File: config.mk
export PLATFORM = sky130hd
export DESIGN_NAME = screen_writer
export DESIGN_NICKNAME = d
export VERILOG_FILES = /design/src/rtl/screen_writer_pkg.sv /design/src/rtl/screen_writer.sv
export SDC_FILE = /design/constraint.sdc
export NUM_CORES = 1
export LEC_CHECK = 0
export CAP_MARGIN = 0
export CELL_PAD_IN_SITES_DETAIL_PLACEMENT = 1
export CELL_PAD_IN_SITES_GLOBAL_PLACEMENT = 2
export CORE_UTILIZATION = 31
export CTS_CLUSTER_SIZE = 40
export DETAILED_ROUTE_END_ITERATION = 7
export PLACE_DENSITY_LB_ADDON = 0.1
export SYNTH_ARGS = -nofsm -noshare
export SYNTH_HDL_FRONTEND = slang
export SYNTH_SLANG_ARGS = --single-unit
File: constraint.sdc
create_clock -name clk -period 2.2 [get_ports clk]
set_clock_uncertainty 0.15 [all_clocks]
set_input_delay 0.66 -clock clk [delete_from_list [all_inputs] [get_ports clk]]
set_output_delay 0.66 -clock clk [all_outputs]
set_load 0.03 [all_outputs]
File: src/rtl/screen_writer_pkg.sv
// Shared definitions for the Spectrum bitmap writer and the video scan-out side.
//   state_t      : writer FSM states
//   SCREEN_*     : character grid geometry
//   BITMAP_BYTES : size of the pixel bitmap (attribute area excluded)
//   bitmap_addr  : character row/line/column to interleaved bitmap address
//   bit_reverse8 : swap pixel order between font ROM (MSB left) and screen (LSB left)
package screen_writer_pkg;

  typedef enum logic [1:0] {
    IDLE  = 2'd0,
    GLYPH = 2'd1,
    CLEAR = 2'd2
  } state_t;

  localparam int SCREEN_COLS  = 32;
  localparam int SCREEN_ROWS  = 24;
  localparam int BITMAP_BYTES = 6144;

  // Spectrum interleave: third of screen, pixel line in cell, char row in third, column.
  function automatic logic [12:0] bitmap_addr(input logic [4:0] row,
                                              input logic [2:0] line,
                                              input logic [4:0] col);
    return {row[4:3], line, row[2:0], col};
  endfunction

  function automatic logic [7:0] bit_reverse8(input logic [7:0] d);
    logic [7:0] r;
    for (int i = 0; i < 8; i++) begin
      r[i] = d[7-i];
    end
    return r;
  endfunction

endpackage

File: src/rtl/screen_writer.sv
// Glyph plotter and bitmap clearer for the 6144-byte Spectrum bitmap.
// Ports:
//   clk, reset        : clock, asynchronous active-low reset
//   cmd_valid/ready   : command handshake (ready while idle)
//   cmd_op            : 0 = put glyph, 1 = clear bitmap
//   cmd_char/col/row  : glyph code and character cell
//   cmd_invert        : invert glyph pixels
//   font_addr         : {char, line} to external synchronous font ROM
//   font_data         : ROM line, bit 7 = leftmost pixel, one cycle after address
//   mem_addr/data/we  : registered screen memory write port, bit 0 = leftmost pixel
//   busy              : command in progress
module screen_writer #(
  parameter logic [7:0] CLEAR_BYTE = 8'h00
) (
  input  logic        clk,
  input  logic        reset,
  input  logic        cmd_valid,
  output logic        cmd_ready,
  input  logic        cmd_op,
  input  logic [7:0]  cmd_char,
  input  logic [4:0]  cmd_col,
  input  logic [4:0]  cmd_row,
  input  logic        cmd_invert,
  output logic [10:0] font_addr,
  input  logic [7:0]  font_data,
  output logic [12:0] mem_addr,
  output logic [7:0]  mem_data,
  output logic        mem_we,
  output logic        busy
);
  import screen_writer_pkg::*;

  state_t      state;
  logic [12:0] cnt;
  logic [7:0]  char_q;
  logic [4:0]  col_q;
  logic [4:0]  row_q;
  logic        invert_q;

  logic [12:0] cnt_inc;
  logic [12:0] cnt_dec;

  assign cnt_inc   = cnt + 13'd1;
  assign cnt_dec   = cnt - 13'd1;
  assign cmd_ready = (state == IDLE);
  assign busy      = ~cmd_ready;

  // In GLYPH, cnt holds (edge index - 1). The ROM address for line L is issued
  // at edge L and its data is registered into the write port at edge L+2, so
  // the write for line cnt-1 happens while the ROM address runs two lines ahead.
  always_ff @(posedge clk or negedge reset) begin
    if (!reset) begin
      state     <= IDLE;
      cnt       <= '0;
      char_q    <= '0;
      col_q     <= '0;
      row_q     <= '0;
      invert_q  <= 1'b0;
      font_addr <= '0;
      mem_addr  <= '0;
      mem_data  <= '0;
      mem_we    <= 1'b0;
    end else begin
      case (state)
        IDLE: begin
          mem_we <= 1'b0;
          if (cmd_valid) begin
            char_q   <= cmd_char;
            col_q    <= cmd_col;
            row_q    <= cmd_row;
            invert_q <= cmd_invert;
            cnt      <= '0;
            if (cmd_op) begin
              state <= CLEAR;
            end else if (cmd_row < 5'(SCREEN_ROWS)) begin
              state     <= GLYPH;
              font_addr <= {cmd_char, 3'd0};
            end
            // Glyphs aimed below the last character row are silently dropped.
          end
        end

        GLYPH: begin
          cnt <= cnt_inc;
          if (cnt < 13'd7) begin
            font_addr <= {char_q, cnt_inc[2:0]};
          end
          if (cnt >= 13'd1 && cnt <= 13'd8) begin
            mem_we   <= 1'b1;
            mem_addr <= bitmap_addr(row_q, cnt_dec[2:0], col_q);
            mem_data <= bit_reverse8(font_data) ^ {8{invert_q}};
          end else begin
            mem_we <= 1'b0;
          end
          if (cnt == 13'd9) begin
            state <= IDLE;
            cnt   <= '0;
          end
        end

        CLEAR: begin
          if (cnt < 13'(BITMAP_BYTES)) begin
            mem_we   <= 1'b1;
            mem_addr <= cnt;
            mem_data <= CLEAR_BYTE;
            cnt      <= cnt_inc;
          end else begin
            mem_we <= 1'b0;
            state  <= IDLE;
            cnt    <= '0;
          end
        end

        default: begin
          state  <= IDLE;
          mem_we <= 1'b0;
        end
      endcase
    end
  end

endmodule

# ---- Word level (Yosys, flattened, before mapping)
# Cells that the tools add are included.
dict set report classes {
  reduce_logical 10
  n_addsub 2
  bitwise_logic 2
  eq_ne 12
  n_mux 24
  n_lt_le_gt_ge 5
}
# cell count
set ops {}
lappend ops {{13-bit 2-to-1 mux} 5}
lappend ops {{11-bit 2-to-1 mux} 4}
lappend ops {{13-bit one-hot mux with 3 select lines} 1}
lappend ops {{13-bit one-hot mux with 2 select lines} 1}
lappend ops {{11-bit one-hot mux with 2 select lines} 1}
lappend ops {{8-bit 2-to-1 mux} 2}
lappend ops {{8-bit one-hot mux with 2 select lines} 1}
lappend ops {{2-bit inequality test, second input constant} 7}
lappend ops {{13-bit by 1-bit adder with 13-bit output, second input constant} 1}
lappend ops {{13-bit by 4-bit equality test with 1-bit output, second input constant} 1}
lappend ops {{13-bit by 1-bit >= comparator with 1-bit output, second input constant} 1}
lappend ops {{13-bit by 4-bit <= comparator with 1-bit output, second input constant} 1}
lappend ops {{13-bit < comparator, second input constant} 1}
lappend ops {{13-bit by 3-bit < comparator with 1-bit output, second input constant} 1}
lappend ops {{2-bit 2-to-1 mux} 5}
lappend ops {{8-bit bitwise XOR} 1}
lappend ops {{2-bit one-hot mux with 3 select lines} 1}
lappend ops {{5-bit < comparator, second input constant} 1}
lappend ops {{5-bit AND reduction} 1}
lappend ops {{2-bit AND reduction} 2}
lappend ops {{4-bit AND reduction} 1}
lappend ops {{2-bit nonzero test} 2}
lappend ops {{3-bit by 1-bit inequality test with 1-bit output, second input constant} 1}
lappend ops {{3-bit AND reduction} 1}
lappend ops {{10 further kinds} 11}
dict set report word_totals {
  elab_cells 65
  regBits 67
  out_inout_bits 35
}

# ---- Longest topological paths before layout
# Gate-level depths: netlist of the first run.
dict set report logic_depth {
  ltp_word 5
  ltp_mapped 8
  ltp_nobuf 6
}

# ---- Least setup slack after synthesis of the first run
# Ideal clock, no wire load.
dict set report synth_timing {
  kind {register to register}
  start {register state[0]}
  end {register font_addr[10]}
  n_path_buf 0
  slack_ns -0.248
  path_stages_with_launch 7
  required_ns 1.924
  setup_time_ns 0.126
  period_less_slack_ns 2.448
  arrival_ns 2.172
  cell_sequence {dfrtp_1 > inv_1 > ha_1 > inv_1 > nor4_2 > a31oi_1 > a221o_1}
}
dict set report synth_via {
  elab_chain_len 3
  elab_cells_between_ends 9
}
# element line
set synth_lines {}
lappend synth_lines {{from (decl)} screen_writer.sv:33} ;# state_t state;
lappend synth_lines {{from (signal assigned)} screen_writer.sv:53} ;# state <= IDLE;
lappend synth_lines {{from (signal assigned)} screen_writer.sv:74} ;# state <= CLEAR;
lappend synth_lines {{from (signal assigned)} screen_writer.sv:76} ;# state <= GLYPH;
lappend synth_lines {{2-bit zero test *} n/a}
lappend synth_lines {{named net cmd_ready} screen_writer.sv:18} ;# output logic cmd_ready,
lappend synth_lines {{2-bit by 1-bit inequality test with 1-bit output (no line) (tied with other cells)} n/a}
lappend synth_lines {{5-bit AND reduction (no line)} n/a}
lappend synth_lines {{to (signal assigned)} screen_writer.sv:77} ;# font_addr <= {cmd_char, 3'd0};
lappend synth_lines {{to (signal assigned)} screen_writer.sv:86} ;# font_addr <= {char_q, cnt_inc[2:0]};
lappend synth_lines {{to (decl)} screen_writer.sv:24} ;# output logic [10:0] font_addr,
# The timed path passes the listed nets; every way through them passes the cells marked *.
# A chain may end at the register's enable or synchronous reset.

# ---- Worst setup path in the final report of the first run
dict set report layout_timing {
  start {register state[1]}
  end {register mem_data[0]}
}
dict set report layout_via {
  elab_chain_len 3
  elab_cells_between_ends 7
}
# element line
set layout_lines {}
lappend layout_lines {{2-bit equality test / 2-bit by 1-bit equality test with 1-bit output (equally long branches)} screen_writer.sv:64} ;# case (state)
lappend layout_lines {{2-bit inequality test (no line) / 2-bit nonzero test (equally long branches)} n/a}
lappend layout_lines {{3-bit AND reduction (no line)} n/a}
lappend layout_lines {{to (signal assigned)} screen_writer.sv:91} ;# mem_data <= bit_reverse8(font_data) ^ {8{invert_q}};
lappend layout_lines {{to (decl)} screen_writer.sv:27} ;# output logic [7:0] mem_data,
# Parallel ways exist; a longest one is shown, timed or not.

==> key figures, run 1 <==
Synth
  – Synthesized area: 0.00355 mm^2
  – Seq cells post-synth: 67
  – EDFF count, synth: 0
  – Synth top cells by count: dfrtp_1, mux2_2, mux2_4
  – Seq/Total Area, Yosys: between 40% and 50%
  – Area leader, netlist: dfrtp_1
  – Mapped Nets: 345
  – Top-count cell post-synth: dfrtp_1
  – Synth top area share: 47.2%
  – Synth async-reset ratio: 100%
  – Top_reg_cell synth: dfrtp_1
  – Avg Cell Area, Syn: 11.6 um^2
  – Yosys warning count: 0
  – Top cells by area, synth: dfrtp_1, mux2_2, mux2_4
  – Mapped Cells: 306
  – Distinct cell type count after synthesis: 48

Global routing
  – Vias in the first global route: 2822
  – GRT overflow: 0
  – Largest net degree at the start of global routing: 22
  – GRT Overall Usage: 17.9%
  – Initial antenna violation count: 0
  – Global-route wire length before repair: about 16 mm

Detailed routing
  – Final wirelength: 10.1 mm
  – Post-route ant nets: 0
  – Routed WL per cell: 18.1 um
  – Remaining DRCs: 0
  – Drt via density: 5.10
  – Vias: 2844
  – Pre-Repair DR Iteration Count: 4
  – Detailed Route Iter0 Violations: roughly 110

Final layout
  – Syn-to-layout area delta: 44.9%
  – Ant. Diodes: 0
  – Non-filler cells, final: 558
  – Layout Nets: 452
  – Layout cells sized above 1: 34.4%
  – Final Instance Area: 0.00515 mm^2
  – Fill cells: about 1200
  – Layout Utilization: 46.9%

Run
  – Max-cap violations: 0

Placed design
  – Placer congestion estimate: 0.816
  – Pre-CTS setup slack: -0.384 ns
  – Number of buffers added on ports: 65
  – Placed Area: about 0.0047 mm^2
  – Cell count after placement: 535
  – Dpl hpwl: 7.26 mm

Floorplanning
  – Chip height: roughly 110 um
  – Row cnt: 38
  – Boundary Pins: 66
  – Starting Density: 32.3%
  – Core area: around 0.011 mm^2
  – DIE AREA: 0.0119 mm^2
  – Die Wd: 109 um

CTS
  – CTS tree: yes
  – Clock sink count: 67
  – Clock Latency Late Sink: 0.34 ns
  – Clock Path Buffers: 2
  – Hold Buf Count CTS: 0
  – CTS Buf Count: 9
  – H-tree levels: 3
  – CTS Root Cell: clkbuf_16
  – Clk slew on worst S/H paths: about 0.060 ns

STA
  – Sum Neg Setup Slack: 0 ns
  – Fin crit share: a little over nine tenths
  – Min Tclk post-route: 2.17 ns
  – Final hold vios: 0
  – Final setup vio count: 0
  – Worst-margin pin slew: roughly 0.61 ns
  – Achievable clock frequency: about 0.46 GHz
  – Hold WS: 0.180 ns
  – RSZ-0062 raised after global routing: yes
  – Final Max Tran Viols: 0
  – Setup ws final: 0.0252 ns
  – Max transition margin: 59.4%

Critical path
  – CP max FO: 10
  – Flop-to-flop setup slack: roughly 0.025 ns
  – Crit end category: flop
  – Worst Path Required: roughly 2.3 ns
  – Worst r2r dst: mem_data[0]
  – CP arrival: 2.25 ns
  – R2r worst-path depth: 7
  – Worst setup SP type: flop
  – Worst r2r src: state[1]
  – CP Class: flop to flop

Pwr
  – PwrDens: ~1500 mW/mm^2
  – Sw Ratio: 37.7%
  – Comb power frac: a little over half
  – Total Power: 7.51 mW
  – VDD IR max: around 0.73 mV
  – Internal power: 4.68 mW
  – Leakage: 2.45 nW
  – NetSw: between 2 and 3 mW
  – Register share of total power: between 20% and 30%
  – Clock power frac: a little under 20%

Hold path
  – Worst Hold Class: primary input to asynchronous set/reset pin

Outcome
  – Status: completed
[power groups by stage]
| stage | clock, mW | sequential [mW] | combinational [mW] |
|---|---|---|---|
| floorplan | 0 | 2.53 | 2.02 |
| global placement | 0 | 2.08 | 3.86 |
| detailed placement | 0 | 2.08 | 3.92 |
| CTS | 1.49 | 2.07 | 3.91 |
| global route | 1.55 | 2.12 | 4.32 |
| finish | 1.45 | 2.05 | 4.01 |
[placed cells by master (no fill, tap or decap), types with 3 or more instances in the layout]
master / synthesis / final
a21oi_1: 7 / 5
a221o_1: 8 / 8
a221oi_1: 4 / 4
and2_1: 9 / 9
and3_1: 5 / 5
and4_1: 4 / 4
buf_12: 0 / 4
buf_4: 2 / 44
buf_6: 2 / 3
clkbuf_16: 0 / 10
clkdlybuf4s50_1: 0 / 30
clkinv_2: 0 / 3
dfrtp_1: 67 / 66
dlygate4sd2_1: 0 / 12
dlymetal6s2s_1: 0 / 20
ha_1: 8 / 4
ha_2: 0 / 4
inv_1: 11 / 8
mux2_2: 30 / 30
mux2_4: 20 / 20
mux2i_1: 4 / 4
nand2_1: 18 / 18
nand3_1: 9 / 8
nand4_1: 3 / 3
nor2_1: 14 / 14
nor3_1: 4 / 4
o21ai_0: 10 / 9
o22ai_1: 5 / 5
o2bb2ai_1: 3 / 3
or3_1: 4 / 3
xnor2_1: 11 / 11
[sequential cells by signal, indices dropped and copies added (netlist names)]
| signal | count |
|---|---|
| char_q | 8 |
| cnt | 13 |
| col_q | 5 |
| font_addr | 11 |
| invert_q | 1 |
| mem_addr | 13 |
| mem_data | 8 |
| mem_we | 1 |
| row_q | 5 |
| state | 2 |
[kinds of logic (layout without fill, tap and decap cells)]
kind of cell	Yosys count	after routing	share of synthesized area, %
multiplexers	54	54	19.1
buffers and inverters	30	142	3.94
adder cells (fa/ha/maj)	8	8	2.82
XOR/XNOR	11	11	2.71
AO/OA/AOI/OAI	52	52	10.8
flip-flops	67	67	47.2
AND/OR/NAND/NOR	84	84	13.4
[repair_timing]
item / in CTS / in global routing
endpoints found under the setup margin: 37 / 59
setup buffers: 0 / 6
gates resized for setup: 20 / 35
pin swaps: 0 / 3
hold endpoints to repair: 0 / 0
cloned: 0 / 1
[worst max-delay path: stages, from the launching register on]
cell       delay [ns]
dfrtp_1          0.41
inv_2            0.09
ha_2             0.21
and2b_1          0.13
nand4_1          0.16
a211o_4          0.41
clkbuf_16        0.19
mux2_4           0.30
[how the worst max path moves through the flow]
stage	start	endpoint	slack, ns
2_1_floorplan	state[0]	font_addr[10]	0.005
3_3_place_gp	cmd_valid	cnt[10]	-0.34
3_5_place_dp	cmd_valid	font_addr[3]	-0.38
4_1_cts	cnt[0]	cnt[12]	0.001
5_1_grt	state[1]	mem_data[0]	-0.07
6_report	state[1]	mem_data[0]	0.03
[routing by layer]
| layer | up-vias | GRT usage, % | share of wire (%) |
|---|---|---|---|
| met5 | - | 0 | 0 |
| met4 | 0 | 4.34 | 0.81 |
| met3 | 12 | 5.26 | 4.5 |
| met2 | 59 | 26.7 | 46 |
| met1 | 1438 | 25.1 | 49 |
| li1 | 1335 | - | - |
[final cells by class]
class                           count  area, um^2  area share, %
Clock inverter                      5        52.6           1.02
Tap cell                          140         175           3.40
Sequential cell                    67        1680           32.6
Clock buffer                       11         243           4.72
Multi-Input combinational cell    209        1820           35.4
Inverter                           11        43.8          0.851
Timing Repair Buffer              115        1130           22.0
Power figures use the tool's default switching activity.
==> inputs of run 2 (changes only) <==
Settings changed: CTS_CLUSTER_SIZE 40 to default, TNS_END_PERCENT from default to 30.
==> run 2 against run 1 <==
  * Flip-flop and latch count did not move
  * Worst setup slack got worse by 0.011 ns
  * Combinational power barely moved
==> key figures, run 2 (synthesis results as in run 1) <==
Run
  – Max-cap violations: 0 (unchanged)

STA
  – Achievable clock frequency: 0.458 GHz (-0.49%)
  – Final setup vio count: 0 (unchanged)
  – Setup ws final: 0.0144 ns (-0.0108 ns)
  – Worst-margin pin slew: 0.604 ns (-0.00492 ns)
  – Max transition margin: 59.8% (+0.33 points)
  – Fin crit share: 99.3% (+0.49 points)
  – Min Tclk post-route: 2.19 ns (+0.0108 ns)
  – Final Max Tran Viols: 0 (unchanged)
  – Final hold vios: 0 (unchanged)
  – RSZ-0062 raised after global routing: yes

Placed design
  – Dpl hpwl: 7.26 mm (unchanged)
  – Pre-CTS setup slack: -0.384 ns (unchanged)
  – Placer congestion estimate: 0.816 (unchanged)
  – Number of buffers added on ports: 65 (unchanged)

Detailed routing
  – Remaining DRCs: 0 (unchanged)
  – Vias: 2843 (-0.035%)
  – Drt via density: 5.09 (about the same)
  – Pre-Repair DR Iteration Count: 4 (unchanged)
  – Routed WL per cell: 18.1 um (+0.14%)
  – Post-route ant nets: 0 (unchanged)
  – Detailed Route Iter0 Violations: 99 (-5.7%)
  – Final wirelength: 10.1 mm (+0.14%)

Pwr
  – VDD IR max: 0.728 mV (-0.23%)
  – PwrDens: 1460 mW/mm^2 (-0.25%)
  – Leakage: 2.45 nW (about the same)
  – Total Power: 7.52 mW (+0.14%)

Global routing
  – Vias in the first global route: 2825 (+0.11%)
  – Global-route wire length before repair: 15.7 mm (about the same)
  – Initial antenna violation count: 0 (unchanged)
  – GRT overflow: 0 (unchanged)
  – Largest net degree at the start of global routing: 22 (unchanged)
  – GRT Overall Usage: 17.9% (unchanged)

CTS
  – CTS Root Cell: clkbuf_16
  – H-tree levels: 3 (unchanged)
  – Clock Path Buffers: 2 (unchanged)
  – Clock Latency Late Sink: 0.34 ns (about the same)
  – CTS tree: yes
  – Hold Buf Count CTS: 0 (unchanged)
  – Clk slew on worst S/H paths: 0.06 ns (about the same)
  – Clock sink count: 67 (unchanged)
  – CTS Buf Count: 9 (unchanged)

Critical path
  – CP arrival: 2.26 ns (about the same)
  – Slowest-stage cell, CP: dfrtp_1
  – Worst setup SP type: flop
  – Worst Path Required: 2.27 ns (about the same)
  – Cell breakdown of the critical path: inv_2 > ha_2 > and2b_1 > nand4_1 > a211o_4 > clkbuf_16 > mux2_4
  – CP Class: flop to flop
  – CP peak stage delay: 0.41 ns (about the same)
  – Flop-to-flop setup slack: 0.01 ns (about the same)
  – R2r worst-path depth: 7 (unchanged)
  – CP max FO: 10 (unchanged)
  – Crit end category: flop

Final layout
  – Commonest non-fill, non-tap cell in the layout: dfrtp_1
  – Fill cells: 1191 (-0.33%)
  – Layout Nets: 452 (unchanged)
  – Ant. Diodes: 0 (unchanged)
  – Syn-to-layout area delta: 45.4%
  – Commonest cells after routing, fill and taps aside: dfrtp_1, buf_4, mux2_2, clkdlybuf4s50_1
  – Layout cells sized above 1: 34.7% (+0.24 points)
  – Biggest regs: cnt x13, mem_addr x13, font_addr x11

Floorplanning
  – Die Wd: 109 um (unchanged)
  – DIE AREA: 0.0119 mm^2 (unchanged)
  – Chip height: 109 um (unchanged)
  – Row cnt: 38 (unchanged)
  – Starting Density: 32.3% (unchanged)
  – Core area: 0.0110 mm^2 (unchanged)
  – Boundary Pins: 66 (unchanged)

Outcome
  – Status: completed

Hold path
  – Worst Hold Class: primary input to asynchronous set/reset pin
-- run 2: final timing paths --
kind | startpoint | to
min in group clk | char_q[5] | font_addr[8]
min | reset | mem_addr[6]
max | state[1] | mem_data[0]
max reg2reg | state[1] | mem_data[0]
max in group asynchronous | reset | font_addr[3]
min reg2reg | char_q[5] | font_addr[8]
-- run 2: final cells by class --
type	instances	area (um^2)	area share (%)
Inverter	11	43.8	0.848
Clock inverter	5	52.6	1.02
Sequential cell	67	1680	32.5
Timing Repair Buffer	115	1130	21.9
Clock buffer	11	243	4.70
Multi-Input combinational cell	209	1840	35.7
Tap cell	140	175	3.39
-- run 2: metal layers --
metal / routed length [um] / GRT usage [%] / up-vias
met1: 4980 / 25.1 / 1444
li1: - / - / 1335
met2: 4680 / 26.7 / 52
met5: 0 / 0 / -
met3: 381 / 5.26 / 12
met4: 80 / 4.34 / 0
-- run 2: power by group --
| part | internal (mW) | switching [mW] |
|---|---|---|
| Sequential | 1.74 | 0.317 |
| Combinational | 2.04 | 1.98 |
| Clock | 0.902 | 0.549 |
-- run 2: timing repair --
item                       4_1_cts  5_1_grt
cloned                           0        1
pin swaps                        0        2
setup endpoints to repair       37       59
setup buffers                    0        6
gates resized for setup         19       39
-- run 2: worst max-delay path, delay by kind of cell (launching register included) --
family	cells	cell delay, ns
buffers and inverters	2	0.28
muxes	1	0.30
AOI/OAI and AO/OA	1	0.41
DFF	1	0.41
and+or+nand+nor	2	0.30
adders and majority gates	1	0.22
-- run 2: per-stage QoR --
| stage | area, um^2 | setup TNS (ns) | hold WS, ns | std cells | util, % |
|---|---|---|---|---|---|
| 2_1_floorplan | 3560 | 0 | 0.214 | 306 | - |
| 6_report | 5170 | 0 | 0.177 | 558 | 47.0 |
| 3_5_place_dp | 4650 | -7.55 | 0.343 | 535 | 42.4 |
| 3_3_place_gp | 4650 | -6.04 | 0.334 | 535 | 42.4 |
| 4_1_cts | 4950 | -0.00178 | 0.192 | 551 | 45.1 |
| 5_1_grt | 5170 | -1.24 | 0.211 | 558 | 47.0 |
==> inputs of run 3 (changes only) <==
Settings changed: CORE_MARGIN from default to 2.
==> run 3 against run 2 <==
  * Die area grew 3.7%
  * Fmax up 1.2%
  * Total power is 2.6% lower
  * Highest routed layer unchanged
  * Cell count shrank 0.18%
==> key figures, run 3 (synthesis results as in run 1) <==
Pwr
  – NetSw: 2.81 mW (-1.0%)
  – Comb power frac: 53.8% (+0.4 points)
  – Sw Ratio: 38.4% (+0.60 points)
  – Register share of total power: 28.0% (+0.7 points)
  – VDD IR max: 0.736 mV (+1.1%)
  – PwrDens: 1460 mW/mm^2 (about the same)
  – Clock power frac: 18.2% (-1.1 points)
  – Internal power: 4.52 mW (-3.5%)
  – Leakage: 2.36 nW (-3.5%)

Critical path
  – Worst setup SP type: flop
  – Buffer and inverter count on the worst path: 1 (-1)
  – Crit path depth: 1 (-6)
  – CP arrival: 1.35 ns (-0.91 ns)
  – CP delay by family, top: buffers and inverters
  – Worst Path Required: 1.39 ns (-0.88 ns)
  – Slowest-stage cell, CP: clkdlybuf4s50_1
  – CP peak stage delay: 0.67 ns (+0.26 ns)
  – CP max FO: 2 (-8)
  – CP Class: flop to primary output
  – Crit end category: primary output
  – R2r worst-path depth: 5 (-2)
  – Cell breakdown of the critical path: clkdlybuf4s50_1

STA
  – Min Tclk post-route: 2.16 ns (-0.0267 ns)
  – Fin crit share: 98.1% (-1.2 points)
  – Sum Neg Setup Slack: 0 ns (unchanged)
  – Achievable clock frequency: 0.463 GHz (+1.2%)
  – Final setup vio count: 0 (unchanged)
  – Worst-margin pin slew: 0.422 ns (-0.181 ns)
  – Final Max Tran Viols: 0 (unchanged)
  – Setup ws final: 0.0411 ns (+0.0267 ns)
  – Final hold vios: 0 (unchanged)
  – Max transition margin: 71.9% (+12 points)

Final layout
  – Commonest cells after routing, fill and taps aside: dfrtp_1, buf_4, clkdlybuf4s50_1, mux2_2, mux2_4
  – Biggest regs: cnt x13, mem_addr x13, font_addr x11
  – Final Instance Area: 0.00503 mm^2 (-2.7%)
  – Syn-to-layout area delta: 41.6%
  – Ant. Diodes: 0 (unchanged)
  – Non-filler cells, final: 557 (-0.18%)
  – Commonest non-fill, non-tap cell in the layout: dfrtp_1
  – Layout Nets: 448 (-0.88%)
  – Fill cells: 1250 (+5.0%)
  – Layout cells sized above 1: 31.6% (-3.0 points)

Floorplanning
  – Row cnt: 39 (+2.6%)
  – DIE AREA: 0.0123 mm^2 (+3.7%)
  – Boundary Pins: 66 (unchanged)
  – Core area: 0.0113 mm^2 (+3.1%)
  – Chip height: 111 um (+1.8%)
  – Starting Density: 31.4% (-0.97 points)
  – Die Wd: 111 um (+1.8%)

CTS
  – CTS Buf Count: 9 (unchanged)
  – Clk slew on worst S/H paths: 0.05 ns (about the same)
  – H-tree levels: 3 (unchanged)
  – Clock Path Buffers: 2 (unchanged)
  – CTS Root Cell: clkbuf_16
  – CTS tree: yes
  – Clock sink count: 67 (unchanged)
  – Clock Latency Late Sink: 0.33 ns (about the same)

Detailed routing
  – Post-route ant nets: 0 (unchanged)
  – Routed WL per cell: 17.4 um (-4.4%)
  – Remaining DRCs: 0 (unchanged)
  – Vias: 2790 (-1.9%)
  – Drt via density: 5.01 (-1.7%)
  – Final wirelength: 9.67 mm (-4.5%)
  – Pre-Repair DR Iteration Count: 4 (unchanged)
  – Detailed Route Iter0 Violations: 125 (+26%)

Outcome
  – Status: completed

Global routing
  – Vias in the first global route: 2984 (+5.6%)
  – GRT Overall Usage: 16.8% (-1.0 points)
  – Global-route wire length before repair: 16.3 mm (+3.7%)
  – Largest net degree at the start of global routing: 68 (+210%)
  – Initial antenna violation count: 0 (unchanged)
  – GRT overflow: 0 (unchanged)

Run
  – Max-cap violations: 0 (unchanged)

Hold path
  – Worst Hold Class: primary input to asynchronous set/reset pin

Placed design
  – Placer congestion estimate: 0.801 (-1.8%)
  – Number of buffers added on ports: 65 (unchanged)
  – Dpl hpwl: 7.10 mm (-2.2%)
  – Placed Area: 0.00465 mm^2 (about the same)
  – Pre-CTS setup slack: -0.365 ns (+0.0186 ns)
  – Cell count after placement: 539 (+0.75%)
[run 3: area by class of cell]
class                           instances  area, um^2  area share (%)
Multi-Input combinational cell        209        1790            35.5
Sequential cell                        67        1680            33.3
Timing Repair Buffer                  111        1060            21.2
Clock buffer                            9         225            4.48
Tap cell                              143         179            3.56
Clock inverter                          7        52.6            1.05
Inverter                               11        43.8           0.871
[run 3: final timing paths]
| path | start | endpoint | slack (ns) |
|---|---|---|---|
| max reg2reg | state[0] | cnt[12] | 0.09 |
| min in group clk | col_q[3] | col_q[3] | 0.35 |
| max in group asynchronous | reset | state[1] | 1.40 |
| min | reset | mem_addr[7] | 0.18 |
| min reg2reg | col_q[3] | col_q[3] | 0.35 |
| max | mem_addr[2] | mem_addr[2] | 0.04 |
[run 3: layer usage]
| layer | vias to the layer above | global-route usage [%] | routed length (um) |
|---|---|---|---|
| met5 | - | 0 | 0 |
| li1 | 1332 | - | - |
| met1 | 1383 | 22.9 | 4570 |
| met2 | 65 | 26.2 | 4510 |
| met3 | 10 | 4.26 | 442 |
| met4 | 0 | 6.01 | 147 |
[run 3: power by group through the flow]
stage / Combinational [mW] / Sequential (mW) / Clock (mW)
final: 3.94 / 2.05 / 1.34
after global routing: 4.25 / 2.13 / 1.45
after CTS: 3.93 / 2.07 / 1.38
after detailed placement: 3.96 / 2.08 / 0
after global placement: 3.90 / 2.07 / 0
after floorplan: 2.02 / 2.53 / 0
[run 3: per-stage QoR]
stage                     hold slack [ns]  power (mW)  util [%]
after global routing                0.220        7.83      44.4
after CTS                           0.204        7.39      43.5
final                               0.182        7.33      44.4
after floorplan                     0.214        4.55         -
after detailed placement            0.344        6.04      41.1
after global placement              0.332        5.97      41.1
[run 3: what timing repair did]
item                                    in CTS  in global routing
endpoints found under the setup margin      13                 56
resized for setup                           15                 25
pin swaps                                    0                  0
endpoints found under the hold margin        0                  0
hold buffers                                 0                  0
setup buffers                                0                  2
